$ cat config.mk
export PLATFORM = sky130hd
export DESIGN_NAME = flag_write_arbiter_flat
export DESIGN_NICKNAME = d
export VERILOG_FILES = /design/src/rtl/flag_arb_pkg.sv /design/src/rtl/flag_arb_if.sv /design/src/rtl/flag_arb_rr_pick.sv /design/src/rtl/flag_write_arbiter.sv /design/src/flat_wrapper.sv
export SDC_FILE = /design/constraint.sdc
export NUM_CORES = 1
export LEC_CHECK = 0
export CAP_MARGIN = 20
export CORE_AREA = 5 5 52 54
export CTS_BUF_LIST = sky130_fd_sc_hd__clkbuf_16
export DETAILED_ROUTE_END_ITERATION = 8
export DIE_AREA = 0 0 57 59
export PLACE_DENSITY = 0.77
export SYNTH_ARGS = -nofsm -noshare
export SYNTH_HDL_FRONTEND = slang
export SYNTH_SLANG_ARGS = --single-unit
$ cat constraint.sdc
create_clock -name clk -period 1.8 [get_ports clk]
set_input_delay 0.36 -clock clk [delete_from_list [all_inputs] [get_ports clk]]
set_output_delay 0.36 -clock clk [all_outputs]
set_load 0.1 [all_outputs]
$ cat src/rtl/flag_arb_pkg.sv
// Shared types and defaults for the status-flag write arbiter.
// Imported by the arbiter top and its round-robin picker.
package flag_arb_pkg;

    typedef enum logic {
        ARB,
        LOCKED
    } arb_state_t;

    localparam int DEF_NUM_FLAGS = 4;
    localparam int DEF_NUM_REQ   = 2;

    function automatic int wrap_inc(input int v, input int n);
        return (v + 1 >= n) ? 0 : v + 1;
    endfunction

endpackage

$ cat src/rtl/flag_arb_if.sv
// Requester-side handshake bundle for the flag write arbiter.
// Per-requester fields are packed requester-major, NUM_FLAGS bits each.
interface flag_arb_if #(
    parameter int NUM_REQ   = 2,
    parameter int NUM_FLAGS = 4
);

    logic [NUM_REQ-1:0]           req_valid;
    logic [NUM_REQ*NUM_FLAGS-1:0] req_mask;
    logic [NUM_REQ*NUM_FLAGS-1:0] req_data;
    logic [NUM_REQ-1:0]           req_lock;
    logic [NUM_REQ-1:0]           req_ready;

    modport master (
        output req_valid,
        output req_mask,
        output req_data,
        output req_lock,
        input  req_ready
    );

    modport slave (
        input  req_valid,
        input  req_mask,
        input  req_data,
        input  req_lock,
        output req_ready
    );

endinterface

$ cat src/rtl/flag_arb_rr_pick.sv
// Combinational round-robin picker: first valid at or after ptr.
// Produces a one-hot grant plus its encoded index.
module flag_arb_rr_pick #(
    parameter  int N  = 2,
    localparam int PW = $clog2(N)
) (
    input  logic [N-1:0]  valid,
    input  logic [PW-1:0] ptr,
    output logic [N-1:0]  grant,
    output logic [PW-1:0] grant_idx,
    output logic          any
);

    int j;

    always_comb begin
        grant     = '0;
        grant_idx = '0;
        any       = 1'b0;
        j         = 0;
        for (int k = 0; k < N; k++) begin
            j = int'(ptr) + k;
            if (j >= N) j = j - N;
            if (!any && valid[j]) begin
                any       = 1'b1;
                grant[j]  = 1'b1;
                grant_idx = PW'(j);
            end
        end
    end

endmodule

$ cat src/rtl/flag_write_arbiter.sv
// Round-robin arbiter with atomic lock for the status-flag bank.
// Write strobes are registered so they settle before the bank's falling-edge sample.
module flag_write_arbiter
    import flag_arb_pkg::*;
#(
    parameter  int NUM_FLAGS    = DEF_NUM_FLAGS,
    parameter  int NUM_REQ      = DEF_NUM_REQ,
    parameter  int LOCK_TIMEOUT = 15,
    localparam int PW = $clog2(NUM_REQ),
    localparam int TW = (LOCK_TIMEOUT > 0) ? $clog2(LOCK_TIMEOUT + 1) : 1
) (
    input  logic                 clk,
    input  logic                 rst,
    flag_arb_if.slave            req,
    output logic [NUM_FLAGS-1:0] flag_write,
    output logic [NUM_FLAGS-1:0] flag_wdata,
    output logic                 locked,
    output logic [PW-1:0]        owner,
    output logic                 lock_err
);

    arb_state_t    state, state_n;
    logic [PW-1:0] ptr, ptr_n, owner_n;
    logic [TW-1:0] timer, timer_n;
    logic          err_n;

    logic [NUM_REQ-1:0]   pick_grant;
    logic [PW-1:0]        pick_idx;
    logic                 pick_any;
    logic [NUM_REQ-1:0]   ready;
    logic                 xfer;
    logic [PW-1:0]        xfer_idx;
    logic [NUM_FLAGS-1:0] sel_mask;
    logic [NUM_FLAGS-1:0] sel_data;

    flag_arb_rr_pick #(.N(NUM_REQ)) u_pick (
        .valid     (req.req_valid),
        .ptr       (ptr),
        .grant     (pick_grant),
        .grant_idx (pick_idx),
        .any       (pick_any)
    );

    assign req.req_ready = ready;
    assign locked        = (state == LOCKED);
    assign sel_mask = req.req_mask[xfer_idx*NUM_FLAGS +: NUM_FLAGS];
    assign sel_data = req.req_data[xfer_idx*NUM_FLAGS +: NUM_FLAGS];

    always_comb begin
        state_n  = state;
        ptr_n    = ptr;
        owner_n  = owner;
        timer_n  = timer;
        err_n    = 1'b0;
        ready    = '0;
        xfer     = 1'b0;
        xfer_idx = owner;
        unique case (state)
            ARB: begin
                if (pick_any) begin
                    ready    = pick_grant;
                    xfer     = 1'b1;
                    xfer_idx = pick_idx;
                    owner_n  = pick_idx;
                    ptr_n    = PW'(wrap_inc(int'(pick_idx), NUM_REQ));
                    if (req.req_lock[pick_idx]) begin
                        state_n = LOCKED;
                        timer_n = '0;
                    end
                end
            end
            LOCKED: begin
                if (req.req_valid[owner]) begin
                    ready[owner] = 1'b1;
                    xfer         = 1'b1;
                    ptr_n   = PW'(wrap_inc(int'(owner), NUM_REQ));
                    timer_n = '0;
                    if (!req.req_lock[owner]) state_n = ARB;
                end else if (LOCK_TIMEOUT != 0) begin
                    // this idle cycle is the LOCK_TIMEOUT-th one
                    if (timer == TW'(LOCK_TIMEOUT - 1)) begin
                        state_n = ARB;
                        err_n   = 1'b1;
                        timer_n = '0;
                        ptr_n   = PW'(wrap_inc(int'(owner), NUM_REQ));
                    end else if (timer != '1) begin
                        timer_n = timer + 1'b1;
                    end
                end
            end
            default: state_n = ARB;
        endcase
    end

    always_ff @(posedge clk or posedge rst) begin
        if (rst) state <= ARB;
        else     state <= state_n;
    end

    always_ff @(posedge clk or posedge rst) begin
        if (rst) begin
            ptr        <= '0;
            owner      <= '0;
            timer      <= '0;
            lock_err   <= 1'b0;
            flag_write <= '0;
            flag_wdata <= '0;
        end else begin
            ptr        <= ptr_n;
            owner      <= owner_n;
            timer      <= timer_n;
            lock_err   <= err_n;
            flag_write <= xfer ? sel_mask : '0;
            flag_wdata <= xfer ? (sel_data & sel_mask) : '0;
        end
    end

endmodule

$ cat src/flat_wrapper.sv
// flat-port wrapper written by rule: the top's interface ports become plain ports
module flag_write_arbiter_flat import flag_arb_pkg::*;
#(
    parameter  int NUM_FLAGS    = DEF_NUM_FLAGS,
    parameter  int NUM_REQ      = DEF_NUM_REQ,
    parameter  int LOCK_TIMEOUT = 15,
    localparam int PW = $clog2(NUM_REQ),
    localparam int TW = (LOCK_TIMEOUT > 0) ? $clog2(LOCK_TIMEOUT + 1) : 1
)
  (clk, rst, flag_write, flag_wdata, locked, owner, lock_err, req_req_valid, req_req_mask, req_req_data, req_req_lock, req_req_ready);
  flag_arb_if #(.NUM_REQ(NUM_REQ), .NUM_FLAGS(NUM_FLAGS)) req_i ();
  input  logic clk;
  input  logic rst;
  output logic [NUM_FLAGS-1:0] flag_write;
  output logic [NUM_FLAGS-1:0] flag_wdata;
  output logic locked;
  output logic [PW-1:0] owner;
  output logic lock_err;
  input wire logic [$bits(req_i.req_valid)-1:0] req_req_valid;
  input wire logic [$bits(req_i.req_mask)-1:0] req_req_mask;
  input wire logic [$bits(req_i.req_data)-1:0] req_req_data;
  input wire logic [$bits(req_i.req_lock)-1:0] req_req_lock;
  output wire logic [$bits(req_i.req_ready)-1:0] req_req_ready;
  assign req_i.req_valid = req_req_valid;
  assign req_i.req_mask = req_req_mask;
  assign req_i.req_data = req_req_data;
  assign req_i.req_lock = req_req_lock;
  assign req_req_ready = req_i.req_ready;
  flag_write_arbiter #(.NUM_FLAGS(NUM_FLAGS), .NUM_REQ(NUM_REQ), .LOCK_TIMEOUT(LOCK_TIMEOUT)) u_core (.clk(clk), .rst(rst), .req(req_i), .flag_write(flag_write), .flag_wdata(flag_wdata), .locked(locked), .owner(owner), .lock_err(lock_err));
endmodule
==> flow_metrics.tcl <==
set metrics [dict create \
    outcome "completed" \
    multi_input_area_um2 459 \
    rsz0062_at_grt "no" \
    async_flop_share_pct 100 \
    vias 853 \
    place.gp.congestion 0.786 \
    grt_usage_pct 15.6 \
    finClkSkew_ns 0.000900 \
    vdd_drop_max_mv 1.07 \
    syn-instance-count 90 \
    worst_slack_ns 0.0790 \
    drive_above_1_share_pct 31.6 \
    hold_viol_final 0 \
    wl_met3_um 168 \
    seq_area_frac_synth_pct 46.6 \
    dieArea_um2 3360 \
    cts-buffers-inserted 3 \
    seqCellArea_um2 409 \
    wirelength_mm 2.37 \
    io_buffers 34 \
    avgSynthCellArea_um2 9.55 \
    h-tree-depth 1 \
    setup_viol_count_final 0 \
    syn-num-nets 114 \
    first_iter_violations 10 \
    yosys.area.top_type "dfrtp_1" \
    grt_max_degree 17 \
    clockBufferDepth 2 \
    grt_pass1_vias 926 \
    tightestPinTransition_ns 0.354 \
    synth_ff_type "dfrtp_1" \
    grt_pass1_wl_mm 4.11 \
    initial_core_util_pct 39.6 \
    holdWs_ns 0.416 \
    power_mw 2.96 \
    fin_util_pct 71.2 \
    die_x_um 57 \
    reg2reg_depth 4 \
    vias_per_cell 5.20 \
    cts_tree "yes" \
    drv_cap 0 \
    synth.distinct_cells 30 \
    p_per_area_nw_per_um2 1920 \
    cts-root-buf "clkbuf_16" \
    drt-pass1-iter-count 4 \
    nFillCells 165 \
    ant_nets 0 \
    top_layer_used "met4" \
    hold_class "primary input to asynchronous set/reset pin" \
    overflow 0 \
    diodes 0 \
    endpoint_kind "output port" \
    wirelength_met1_mm 1.00 \
    synth_warnings 0 \
    maxSlewHeadroom_pct 76.4 \
    dpl_worst_slack_ns -0.146 \
    ys_ff_latch 16 \
    dp.cells 160 \
    layout_min_cycle_time_ns 1.72 \
    area_growth_pct 79.6 \
    dp_hpwl_mm 1.82 \
    fin_crit_sh_pct 95.6 \
    synth_top_area_share_pct 46.6 \
    final_nets 161 \
    critical_path_class "flop to output port" \
    cts_num_sinks 16 \
    synth_edf_count 0 \
    arrival_ns 1.36 \
    dieHeight_um 59 \
    crit_path_start_kind "flop" \
    drc 0 \
    core_area_um2 2170 \
    avgRoutedWirePerCell_um 14.5 \
    leakage_nw 0.672 \
    synth.area.top_cells "dfrtp_1, nand2_1, nand3_1, a21oi_1, ha_1" \
    path_clk_slew_ns 0.05 \
    maxSlewViolCount 0 \
    worst-path-max-fanout 6 \
    io_pins 35 \
    clock_latency_ns 0.24 \
    num_rows 17 \
    dr_wl_met2_mm 1.19 \
    antenna_found_initial 0 \
    instances_no_fill 164 \
    synth_area_um2 860 \
    max_freq_ghz 0.581 \
    crit_required_ns 1.44 \
    cts_setup_buffers 0 \
]
-- cells in the mapped netlist, types with 2 or more instances --
cell type / n
a21oi_1: 10
and2_1: 2
dfrtp_1: 16
ha_1: 2
inv_1: 3
nand2_1: 16
nand2b_1: 3
nand3_1: 11
nand4_1: 2
nor2_1: 3
o211a_1: 2
o21ai_0: 2
-- metal layers --
| layer | vias to the layer above | global-route usage, % |
|---|---|---|
| met3 | 2 | 4.79 |
| met4 | 0 | 4.97 |
| met2 | 27 | 28.5 |
| met5 | - | 0 |
| met1 | 408 | 17.3 |
| li1 | 416 | - |
-- through the flow --
stage	setup TNS [ns]	instance area [um^2]
floorplan	-0.0157	895
global route	0	1540
CTS	0	1540
global placement	-0.443	1450
finish	0	1540
detailed placement	-0.975	1450
-- cells by family (layout without fill, tap and decap cells) --
logic type | after synthesis | count (layout) | synth area share, %
flops | 16 | 16 | 46.6
fa+ha+maj | 2 | 2 | 2.91
compound gates | 23 | 23 | 20.4
mux | 2 | 2 | 3.35
buf+inv | 6 | 52 | 3.64
simple gates | 41 | 41 | 23.1
-- cell type report --
cell class                      instances  share of cell area, %
Clock buffer                            3                   4.86
Clock inverter                          1                  0.243
Inverter                                4                  0.972
Multi-Input combinational cell         68                   29.7
Sequential cell                        16                   26.5
Tap cell                               28                   2.27
Timing Repair Buffer                   44                   35.4
-- power breakdown --
group	switching (mW)	total [mW]	leakage (nW)	internal (mW)
clock	0.132	0.426	0.0385	0.294
combinational	1.12	1.83	0.428	0.708
sequential	0.202	0.701	0.206	0.498
-- sequential cells by signal, indices dropped and copies added, names as in the netlist --
register           count
u_core.timer           4
u_core.ptr             1
u_core.flag_wdata      4
u_core.lock_err        1
u_core.locked          1
u_core.owner           1
u_core.flag_write      4
-- worst max-delay path, stage by stage (launching register included) --
cell,delay (ns)
dfrtp_2,0.45
nand2b_2,0.23
o211a_2,0.27
buf_12,0.17
-- what timing repair did --
action                     in CTS  in global routing
hold buffers                    0                  0
gates resized for setup         5                  2
setup endpoints to repair       2                  1
-- placed cells by master (no fill, tap or decap), drive strengths merged --
master / instances
o2bb2a: 1
dfrtp: 16
or3: 1
nand2b: 3
a221oi: 1
and4b: 1
ha: 2
clkbuf: 3
mux2i: 1
and2: 2
a21oi: 11
nand4: 2
clkdlybuf4s50: 19
buf: 23
inv: 4
nor2b: 1
o311ai: 1
nand3: 11
and3: 1
a22oi: 1
o21ai: 2
o211ai: 1
mux2: 1
o211a: 2
a211oi: 1
o21ba: 1
dlygate4sd2: 2
nand2: 16
nor2: 3
clkinv: 1
o2bb2ai: 1
-- path summary, 6_finish.rpt --
check,start,end,slack (ns)
setup / recovery,u_core.ptr,req_req_ready[1],0.08
hold / removal,rst,u_core.flag_write[0],0.42
setup reg to reg,u_core.ptr,u_core.timer[1],0.22
hold reg to reg,u_core.timer[1],u_core.timer[1],0.60
max in group asynchronous,rst,u_core.owner,1.18
min in group clk,u_core.timer[1],u_core.timer[1],0.60
No activity file was read; power rests on OpenSTA's default activity.
